==> config.mk <==
export PLATFORM = sky130hd
export DESIGN_NAME = axis_width_converter
export DESIGN_NICKNAME = d
export VERILOG_FILES = /design/src/rtl/axis_width_converter.sv
export SDC_FILE = /design/constraint.sdc
export NUM_CORES = 1
export LEC_CHECK = 0
export CAP_MARGIN = 20
export CELL_PAD_IN_SITES_DETAIL_PLACEMENT = 0
export CELL_PAD_IN_SITES_GLOBAL_PLACEMENT = 1
export CORE_MARGIN = 2
export CORE_UTILIZATION = 45
export DETAILED_ROUTE_END_ITERATION = 16
export GPL_ROUTABILITY_DRIVEN = 0
export PLACE_DENSITY_LB_ADDON = 0.1
export SLEW_MARGIN = 20
export SYNTH_ARGS = -nofsm -noshare
export SYNTH_HDL_FRONTEND = slang
export SYNTH_SLANG_ARGS = --single-unit
export TNS_END_PERCENT = 5
==> constraint.sdc <==
create_clock -name clk -period 3.4 [get_ports clk]
set_input_delay 0.68 -clock clk [delete_from_list [all_inputs] [get_ports clk]]
set_output_delay 0.68 -clock clk [all_outputs]
set_load 0.01 [all_outputs]
==> src/rtl/axis_width_converter.sv <==
// AXI-Stream data-width converter: packs narrow beats (upsize), unpacks wide words (downsize),
// or registers a pass-through. Optional tuser sideband enabled by AXIS_WIDTH_CONV_TUSER_EN.
module axis_width_converter #(
  parameter int unsigned S_DATA_WIDTH = 8,
  parameter int unsigned M_DATA_WIDTH = 32,
  parameter int unsigned TUSER_WIDTH  = 1
) (
  input  logic                        clk,
  input  logic                        rst,
  input  logic                        s_axis_tvalid,
  output logic                        s_axis_tready,
  input  logic [S_DATA_WIDTH-1:0]     s_axis_tdata,
  input  logic [S_DATA_WIDTH/8-1:0]   s_axis_tkeep,
  input  logic                        s_axis_tlast,
`ifdef AXIS_WIDTH_CONV_TUSER_EN
  input  logic [TUSER_WIDTH-1:0]      s_axis_tuser,
  output logic [TUSER_WIDTH-1:0]      m_axis_tuser,
`endif
  output logic                        m_axis_tvalid,
  input  logic                        m_axis_tready,
  output logic [M_DATA_WIDTH-1:0]     m_axis_tdata,
  output logic [M_DATA_WIDTH/8-1:0]   m_axis_tkeep,
  output logic                        m_axis_tlast
);

  localparam int unsigned S_KEEP = S_DATA_WIDTH / 8;
  localparam int unsigned M_KEEP = M_DATA_WIDTH / 8;
  localparam int unsigned RATIO  = (M_DATA_WIDTH > S_DATA_WIDTH) ? M_DATA_WIDTH / S_DATA_WIDTH
                                                                 : S_DATA_WIDTH / M_DATA_WIDTH;

  // Elaboration-time parameter legality
  if ((S_DATA_WIDTH == 0) || (M_DATA_WIDTH == 0) ||
      ((S_DATA_WIDTH % 8) != 0) || ((M_DATA_WIDTH % 8) != 0)) begin : g_err_bytes
    $error("axis_width_converter: data widths must be nonzero multiples of 8");
  end
  if (((M_DATA_WIDTH >= S_DATA_WIDTH) && ((M_DATA_WIDTH % S_DATA_WIDTH) != 0)) ||
      ((S_DATA_WIDTH > M_DATA_WIDTH) && ((S_DATA_WIDTH % M_DATA_WIDTH) != 0))) begin : g_err_ratio
    $error("axis_width_converter: larger width must be an integer multiple of the smaller");
  end
  if (TUSER_WIDTH == 0) begin : g_err_user
    $error("axis_width_converter: TUSER_WIDTH must be at least 1");
  end

  if (M_DATA_WIDTH > S_DATA_WIDTH) begin : g_up
    localparam int unsigned LANE_W = $clog2(RATIO);

    logic [LANE_W-1:0]       lane_q, lane_d;
    logic [M_DATA_WIDTH-1:0] acc_data_q, acc_data_d, word_data_c, m_data_q, m_data_d;
    logic [M_KEEP-1:0]       acc_keep_q, acc_keep_d, word_keep_c, m_keep_q, m_keep_d;
    logic                    m_valid_q, m_valid_d, m_last_q, m_last_d;
    logic                    s_ready_c, s_fire_c;
`ifdef AXIS_WIDTH_CONV_TUSER_EN
    logic [TUSER_WIDTH-1:0]  acc_user_q, acc_user_d, word_user_c, m_user_q, m_user_d;
`endif

    assign s_ready_c = !m_valid_q || m_axis_tready;
    assign s_fire_c  = s_axis_tvalid && s_ready_c;

    // Merge the incoming beat into its lane; emit on the last lane or on tlast
    always_comb begin
      word_data_c = acc_data_q;
      word_keep_c = acc_keep_q;
      word_data_c[lane_q*S_DATA_WIDTH +: S_DATA_WIDTH] = s_axis_tdata;
      word_keep_c[lane_q*S_KEEP +: S_KEEP]             = s_axis_tkeep;
      lane_d     = lane_q;
      acc_data_d = acc_data_q;
      acc_keep_d = acc_keep_q;
      m_valid_d  = m_valid_q;
      m_data_d   = m_data_q;
      m_keep_d   = m_keep_q;
      m_last_d   = m_last_q;
`ifdef AXIS_WIDTH_CONV_TUSER_EN
      word_user_c = acc_user_q | s_axis_tuser;
      acc_user_d  = acc_user_q;
      m_user_d    = m_user_q;
`endif
      if (m_valid_q && m_axis_tready) m_valid_d = 1'b0;
      if (s_fire_c) begin
        if (s_axis_tlast || (lane_q == LANE_W'(RATIO - 1))) begin
          m_valid_d  = 1'b1;
          m_data_d   = word_data_c;
          m_keep_d   = word_keep_c;
          m_last_d   = s_axis_tlast;
          lane_d     = '0;
          acc_data_d = '0;
          acc_keep_d = '0;
`ifdef AXIS_WIDTH_CONV_TUSER_EN
          m_user_d   = word_user_c;
          acc_user_d = '0;
`endif
        end else begin
          lane_d     = lane_q + LANE_W'(1);
          acc_data_d = word_data_c;
          acc_keep_d = word_keep_c;
`ifdef AXIS_WIDTH_CONV_TUSER_EN
          acc_user_d = word_user_c;
`endif
        end
      end
    end

    always_ff @(posedge clk) begin
      if (rst) begin
        lane_q     <= '0;
        acc_data_q <= '0;
        acc_keep_q <= '0;
        m_valid_q  <= 1'b0;
        m_data_q   <= '0;
        m_keep_q   <= '0;
        m_last_q   <= 1'b0;
`ifdef AXIS_WIDTH_CONV_TUSER_EN
        acc_user_q <= '0;
        m_user_q   <= '0;
`endif
      end else begin
        lane_q     <= lane_d;
        acc_data_q <= acc_data_d;
        acc_keep_q <= acc_keep_d;
        m_valid_q  <= m_valid_d;
        m_data_q   <= m_data_d;
        m_keep_q   <= m_keep_d;
        m_last_q   <= m_last_d;
`ifdef AXIS_WIDTH_CONV_TUSER_EN
        acc_user_q <= acc_user_d;
        m_user_q   <= m_user_d;
`endif
      end
    end

    assign s_axis_tready = s_ready_c;
    assign m_axis_tvalid = m_valid_q;
    assign m_axis_tdata  = m_data_q;
    assign m_axis_tkeep  = m_keep_q;
    assign m_axis_tlast  = m_last_q;
`ifdef AXIS_WIDTH_CONV_TUSER_EN
    assign m_axis_tuser  = m_user_q;
`endif

  end else if (S_DATA_WIDTH > M_DATA_WIDTH) begin : g_down
    localparam int unsigned SEG_W   = $clog2(RATIO);
    localparam logic [0:0]  ST_IDLE = 1'b0;
    localparam logic [0:0]  ST_BUSY = 1'b1;

    logic [0:0]              state_q, state_d;
    logic [SEG_W-1:0]        seg_q, seg_d, last_seg_q, last_seg_d, new_last_c;
    logic [S_DATA_WIDTH-1:0] hold_data_q, hold_data_d;
    logic [S_KEEP-1:0]       hold_keep_q, hold_keep_d;
    logic                    hold_last_q, hold_last_d;
    logic [M_DATA_WIDTH-1:0] m_data_q, m_data_d;
    logic [M_KEEP-1:0]       m_keep_q, m_keep_d;
    logic                    m_valid_q, m_valid_d, m_last_q, m_last_d;
    logic                    s_ready_c, s_fire_c;
`ifdef AXIS_WIDTH_CONV_TUSER_EN
    logic [TUSER_WIDTH-1:0]  m_user_q, m_user_d;
`endif

    assign s_ready_c = (state_q == ST_IDLE) || (m_axis_tready && (seg_q == last_seg_q));
    assign s_fire_c  = s_axis_tvalid && s_ready_c;

    // Final segment of an incoming word: highest kept segment for tlast words, else the top one
    always_comb begin
      new_last_c = SEG_W'(RATIO - 1);
      if (s_axis_tlast) begin
        new_last_c = '0;
        for (int unsigned j = 0; j < RATIO; j++) begin
          if (|s_axis_tkeep[j*M_KEEP +: M_KEEP]) new_last_c = SEG_W'(j);
        end
      end
    end

    always_comb begin
      state_d     = state_q;
      seg_d       = seg_q;
      last_seg_d  = last_seg_q;
      hold_data_d = hold_data_q;
      hold_keep_d = hold_keep_q;
      hold_last_d = hold_last_q;
      m_valid_d   = m_valid_q;
      m_data_d    = m_data_q;
      m_keep_d    = m_keep_q;
      m_last_d    = m_last_q;
`ifdef AXIS_WIDTH_CONV_TUSER_EN
      m_user_d    = m_user_q;
`endif
      if (s_fire_c) begin
        state_d     = ST_BUSY;
        seg_d       = '0;
        last_seg_d  = new_last_c;
        hold_data_d = s_axis_tdata;
        hold_keep_d = s_axis_tkeep;
        hold_last_d = s_axis_tlast;
        m_valid_d   = 1'b1;
        m_data_d    = s_axis_tdata[M_DATA_WIDTH-1:0];
        m_keep_d    = s_axis_tkeep[M_KEEP-1:0];
        m_last_d    = s_axis_tlast && (new_last_c == '0);
`ifdef AXIS_WIDTH_CONV_TUSER_EN
        m_user_d    = s_axis_tuser;
`endif
      end else if ((state_q == ST_BUSY) && m_axis_tready) begin
        if (seg_q == last_seg_q) begin
          state_d   = ST_IDLE;
          m_valid_d = 1'b0;
        end else begin
          seg_d    = seg_q + SEG_W'(1);
          m_data_d = hold_data_q[seg_d*M_DATA_WIDTH +: M_DATA_WIDTH];
          m_keep_d = hold_keep_q[seg_d*M_KEEP +: M_KEEP];
          m_last_d = hold_last_q && (seg_d == last_seg_q);
        end
      end
    end

    always_ff @(posedge clk) begin
      if (rst) begin
        state_q     <= ST_IDLE;
        seg_q       <= '0;
        last_seg_q  <= '0;
        hold_data_q <= '0;
        hold_keep_q <= '0;
        hold_last_q <= 1'b0;
        m_valid_q   <= 1'b0;
        m_data_q    <= '0;
        m_keep_q    <= '0;
        m_last_q    <= 1'b0;
`ifdef AXIS_WIDTH_CONV_TUSER_EN
        m_user_q    <= '0;
`endif
      end else begin
        state_q     <= state_d;
        seg_q       <= seg_d;
        last_seg_q  <= last_seg_d;
        hold_data_q <= hold_data_d;
        hold_keep_q <= hold_keep_d;
        hold_last_q <= hold_last_d;
        m_valid_q   <= m_valid_d;
        m_data_q    <= m_data_d;
        m_keep_q    <= m_keep_d;
        m_last_q    <= m_last_d;
`ifdef AXIS_WIDTH_CONV_TUSER_EN
        m_user_q    <= m_user_d;
`endif
      end
    end

    assign s_axis_tready = s_ready_c;
    assign m_axis_tvalid = m_valid_q;
    assign m_axis_tdata  = m_data_q;
    assign m_axis_tkeep  = m_keep_q;
    assign m_axis_tlast  = m_last_q;
`ifdef AXIS_WIDTH_CONV_TUSER_EN
    assign m_axis_tuser  = m_user_q;
`endif

  end else begin : g_pass
    logic [M_DATA_WIDTH-1:0] m_data_q, m_data_d;
    logic [M_KEEP-1:0]       m_keep_q, m_keep_d;
    logic                    m_valid_q, m_valid_d, m_last_q, m_last_d;
    logic                    s_ready_c;
`ifdef AXIS_WIDTH_CONV_TUSER_EN
    logic [TUSER_WIDTH-1:0]  m_user_q, m_user_d;
`endif

    assign s_ready_c = !m_valid_q || m_axis_tready;

    // Single register slice
    always_comb begin
      m_valid_d = m_valid_q;
      m_data_d  = m_data_q;
      m_keep_d  = m_keep_q;
      m_last_d  = m_last_q;
`ifdef AXIS_WIDTH_CONV_TUSER_EN
      m_user_d  = m_user_q;
`endif
      if (m_valid_q && m_axis_tready) m_valid_d = 1'b0;
      if (s_axis_tvalid && s_ready_c) begin
        m_valid_d = 1'b1;
        m_data_d  = s_axis_tdata;
        m_keep_d  = s_axis_tkeep;
        m_last_d  = s_axis_tlast;
`ifdef AXIS_WIDTH_CONV_TUSER_EN
        m_user_d  = s_axis_tuser;
`endif
      end
    end

    always_ff @(posedge clk) begin
      if (rst) begin
        m_valid_q <= 1'b0;
        m_data_q  <= '0;
        m_keep_q  <= '0;
        m_last_q  <= 1'b0;
`ifdef AXIS_WIDTH_CONV_TUSER_EN
        m_user_q  <= '0;
`endif
      end else begin
        m_valid_q <= m_valid_d;
        m_data_q  <= m_data_d;
        m_keep_q  <= m_keep_d;
        m_last_q  <= m_last_d;
`ifdef AXIS_WIDTH_CONV_TUSER_EN
        m_user_q  <= m_user_d;
`endif
      end
    end

    assign s_axis_tready = s_ready_c;
    assign m_axis_tvalid = m_valid_q;
    assign m_axis_tdata  = m_data_q;
    assign m_axis_tkeep  = m_keep_q;
    assign m_axis_tlast  = m_last_q;
`ifdef AXIS_WIDTH_CONV_TUSER_EN
    assign m_axis_tuser  = m_user_q;
`endif
  end

endmodule

=== After elaboration in Yosys (flattened, before gate mapping) ===
Index checks and enable logic that the tools add are counted.

* Add/subtract/negate cells: 3
* Equal/unequal tests: 1
* Shift-type cells: 4
* Muxes and demuxes: 8
* Reductions and logical operators: 6

{| class="wikitable"
|+ Operators with widths
! operator !! count
|-
| 2-bit negation with 34-bit output || 1
|-
| 5-bit negation with 34-bit output || 1
|-
| 1-bit by 34-bit variable shift with 4-bit output, first input constant || 1
|-
| 8-bit by 34-bit variable shift with 32-bit output, first input constant || 1
|-
| 1-bit by 34-bit indexed part select with 4-bit output || 1
|-
| 8-bit by 34-bit indexed part select with 32-bit output || 1
|-
| 32-bit bitwise mux || 1
|-
| 32-bit 2-to-1 mux || 1
|-
| 4-bit bitwise mux || 1
|-
| 4-bit 2-to-1 mux || 1
|-
| 1-bit 2-to-1 mux || 3
|-
| 2-bit by 1-bit adder with 2-bit output, second input constant || 1
|-
| 2-bit == test, second input constant || 1
|-
| 1-bit logical AND || 2
|-
| 1-bit logical OR || 2
|-
| 2-bit 2-to-1 mux || 1
|-
| 2-bit AND reduction || 1
|-
| 1-bit logical NOT || 1
|}

* Register bits: 76
* Input bits: 14
* Output and inout bits: 39
* Logic and storage cells: 29

=== Depth between registers and ports, before layout ===
* Depth after elaboration: 4
* Mapped depth: 8
* Gate-level depth less buffers: 5

=== Worst setup path after synthesis ===
OpenSTA, ideal clock, no wires.

* Path type: reg2reg
* Start point: register g_up.lane_q[0]
* End point: register g_up.acc_data_q[16]
* Library setup time: 0.117 ns
* Arrival time: 1.954 ns
* Data required time: 3.283 ns
* Path slack: 1.328 ns
* Stages on the path, launching flop included: 9
* Buffers on the path: 3
* Period minus slack after synthesis: 2.072 ns
* Path through: dfxtp_1 -> inv_1 -> clkbuf_1 -> ha_1 -> and4bb_1 -> buf_6 -> and2_1 -> buf_2 -> a32o_1

* Cells in the longest elaborated chain, start to end: 4
* Elaborated cells between the ends (all ways): 7
* Those cells by class: add/sub (1); eq/ne (1); shift (2); mux (2); reduce/logical (1)

{| class="wikitable"
|+ RTL lines
! what !! RTL line !! source
|-
| start: declaration || 47 || <nowiki>logic [LANE_W-1:0] lane_q, lane_d;</nowiki>
|-
| start signal: assignment || 116 || <nowiki>lane_q <= lane_d;</nowiki>
|-
| 5-bit negation with 34-bit output || 63 || <nowiki>word_data_c[lane_q*S_DATA_WIDTH +: S_DATA_WIDTH] = s_axis_tdata;</nowiki>
|-
| 8-bit by 34-bit indexed part select with 32-bit output or 8-bit by 34-bit variable shift with 32-bit output (tied branches) || 63 ||
|-
| 32-bit bitwise mux || 63 ||
|-
| 32-bit 2-to-1 mux (*) || 79 || <nowiki>if (s_axis_tlast || (lane_q == LANE_W'(RATIO - 1))) begin</nowiki>
|-
| end signal: assignment || 117 || <nowiki>acc_data_q <= acc_data_d;</nowiki>
|-
| end: declaration || 48 || <nowiki>logic [M_DATA_WIDTH-1:0] acc_data_q, acc_data_d, word_data_c, m_data_q, m_data_d;</nowiki>
|}

Every way passes the cells marked *; elsewhere a longest branch is shown, timed or not.
A chain may end at the register's enable or synchronous reset.

=== Worst setup path after layout ===
* Start point: input port m_axis_tready
* End point: output port s_axis_tready

* Cells in the longest elaborated chain, start to end: 1

{| class="wikitable"
|+ RTL lines
! what !! RTL line !! source
|-
| start: declaration || 20 || <nowiki>input logic m_axis_tready,</nowiki>
|-
| 1-bit logical OR || 56 || <nowiki>assign s_ready_c = !m_valid_q || m_axis_tready;</nowiki>
|-
| end: declaration || 11 || <nowiki>output logic s_axis_tready,</nowiki>
|}

No other way between the ends.

==> impl_results.md <==
- EDFF count, synth: 0
- Final Hold Vio Count: 0
- Area of the core: 0.00725 mm2
- Clock Root Buffer: clkbuf_8
- Register cell area after layout: 0.00152 mm2
- Fill cell count: ~690
- Hpwl dp: 5560 um
- Antenna violations before repair: 0
- Max cap viols: 0
- Largest incremental delay on the critical path: roughly 0.52 ns
- Routed WL per cell: 18.1 um
- Antenna-violating nets left: 0
- Ranking of synthesized cells by area: dfxtp_1 (45%), a211oi_1 (8.0%), a31oi_1 (5.0%)
- Slowest cell on crit path: clkdlybuf4s50_1
- Share of power burned in combinational logic: around 15%
- Normalized max-slew margin: ~57%
- Initial core utilization: between 40% and 50%
- Data arrival time of the worst path: ~2.2 ns
- Layout cell share with drive strength beyond 1: between 8 and 9%
- Total setup violations reported at the end of the flow: 0
- Most frequently used flop master after synthesis: dfxtp_1
- Post-synthesis sequential area ratio: about 45%
- Overall via count from detail_route: 2,787
- Synth cell types: 42
- Pins Over Slew Limit: 0
- Clock skew after layout: 0.00690 ns
- Share of power burned in the clock network: 32.9%
- TritonCTS clock tree: built
- CTS sink cnt: 76
- Io pins: 53
- Critical Setup Path Class: primary input to output pin
- Ordered list of cells on the worst path: clkdlybuf4s50_1 > nor2b_4 > inv_4 > clkdlybuf4s50_1
- Period Utilization, post-route: 83.9%
- Most instantiated library cell after synthesis: dfxtp_1
- Wire length of the first global-routing pass: 14,000 um
- Clock transition time at the flip-flop clock pins of the worst setup and hold paths: 0.07 ns
- Synthesized netlist net count: 351
- Hold-fix buffers, CTS: 0
- Post-synthesis to final-layout area growth: 19.5%
- Switching component of the power: about 480 uW
- Highest clock rate: 351 MHz
- Internal power: 1330 uW
- Leakage power: roughly 0.0014 uW
- Async SR Flop Fraction: 0%
- Register bit total from synthesis: 76
- Cells after Synth: 332
- Final std cells w/o fill: 474
- Clock latency at the later pin of the worst-skew pair: 0.34 ns
- Drt pass-1 iters: 4
- Wirelength, routed: 8560 um
- Detailed-route vias per instance: 5.88
- Flop pwr share: 52.1%
- Class of the tightest hold or removal check: flop to flop
- Iteration-0 DRC Markers: 132
- Row count: 31
- DIE WIDTH: 90.6 um
- Post CTS Setup Buffer Count: 0
- Pwr/cell area: 449 mW/mm2
- Critical Path End Type: output pin
- CP Data Required Time: 2.72 ns
- Status: completed
- Total routing resource utilization after global routing: around 21%
- Element type at the critical path start: primary input
- Area taken by multi-input logic gates: approximately 0.0016 mm2
- Most frequent cells after synthesis: dfxtp_1 (76), a211oi_1 (36), a31oi_1 (27)
- Final total power: 1810 uW
- Number of buffers inserted during clock tree synthesis: 9
- Largest area contributor in the synthesized netlist: dfxtp_1
- Synth top area share: between 40% and 50%
- Unrepaired setup endpoints after global routing: no
- Buffers on Ports: 52
- Largest vdd supply drop: 0.000255 V
- Final layout net count: 389
- Post-route DRC: 0
- Post-cts sizing count: 0
- Maximum root-to-sink buffer count: 2
- Floorplan die height: between 90 and 100 um
- Post-synthesis area per instance: 10.2 um2
- ANT cells: 0
- Switching fraction of total power: 26.5%
- Slew @ Worst Pin: 0.651 ns
- Worst-path fanout max: 14
- YS warnings: 0
- Pin count of the biggest net entering global routing: 41
- Total placed cells including tap cells: 458
- Overflow after GRT: 0
- Shortest period the worst path allows: roughly 2.9 ns
- Die area: 0.00820 mm2
- Cell area after technology mapping: 0.00337 mm2
- Setup total negative slack: 0 ns
- Via count of the first global-routing pass: between 2,000 and 3,000
- Cell type with the highest occurrence count on the critical path: clkdlybuf4s50_1
- Clock H-tree levels: 3
registers in the layout, summed over array words and instances, names as in the netlist:
signal,count
g_up.acc_data_q,32
m_axis_tdata,32
g_up.acc_keep_q,4
m_axis_tkeep,4
g_up.lane_q,2
m_axis_tlast,1
m_axis_tvalid,1
logic make-up (layout without fill, tap and decap cells):
group / Yosys count / in the layout / synth area share, %
DFF: 76 / 76 / 45.1
buffers and inverters: 47 / 90 / 7.61
AOI/OAI and AO/OA: 136 / 136 / 31.3
and+or+nand+nor: 66 / 66 / 13.5
muxes: 2 / 2 / 0.594
adders and majority gates: 5 / 5 / 1.86
final timing paths:
kind | cells after the start | slack, ns | from | end
max | 4 | 0.55 | m_axis_tready | s_axis_tready
max reg2reg | 5 | 0.95 | g_up.lane_q[0]$_SDFFE_PP0N_ | g_up.acc_data_q[20]$_SDFFE_PP0N_
min | 1 | 0.46 | g_up.acc_data_q[28]$_SDFFE_PP0N_ | g_up.acc_data_q[28]$_SDFFE_PP0N_
min reg2reg | 1 | 0.46 | g_up.acc_data_q[28]$_SDFFE_PP0N_ | g_up.acc_data_q[28]$_SDFFE_PP0N_
area by class of cell:
type,instances,area share (%)
well taps,99,3.07
multi-input cells,209,39.6
inverters,15,1.46
repair buffers,59,14.1
clock inverters,2,0.248
clock buffers,14,3.79
flip-flops and latches,76,37.8
routing by layer:
metal	GRT usage, %	part of all wire [%]	vias up	routed length, um
li1	-	-	1359	-
met1	29.7	50	1362	4280
met2	34.1	46	56	3930
met3	3.59	2.8	10	239
met4	7.18	1.2	0	106
met5	0	0	-	0
power by group through the flow:
stage | Sequential, uW | Clock [uW] | Combinational, uW
6_report | 942 | 595 | 272
5_1_grt | 946 | 648 | 293
4_1_cts | 942 | 608 | 273
3_5_place_dp | 963 | 0 | 272
3_3_place_gp | 962 | 0 | 270
2_1_floorplan | 974 | 0 | 143
layout by cell type (no fill, tap or decap), drive strengths merged, types with 4 or more instances in the layout:
master and count:
dfxtp 76, clkdlybuf4s50 51, a211oi 36, a31oi 31
a21oi 21, nor2b 17, a22o 16, clkbuf 14
inv 13, and2 10, a32oi 9, a32o 9
nand2 9, nand2b 9, a221oi 9, buf 8
ha 5, clkinv 4
stage by stage:
step | worst slack [ns] | util [%] | hold WS (ns) | area [um2]
final | 0.548 | 55.5 | 0.456 | 4030
after detailed placement | 0.547 | 53.3 | 0.435 | 3870
after CTS | 0.548 | 55.5 | 0.458 | 4030
after floorplan | 1.33 | - | 0.420 | 3370
after global routing | 0.495 | 55.5 | 0.479 | 4030
after global placement | 0.558 | 53.3 | 0.433 | 3870
worst max-delay path: cells and delay by family:
family                 cells  cell delay, ns
buffers and inverters      3            1.13
and+or+nand+nor            1            0.36
(Power assumes the default switching activity.)
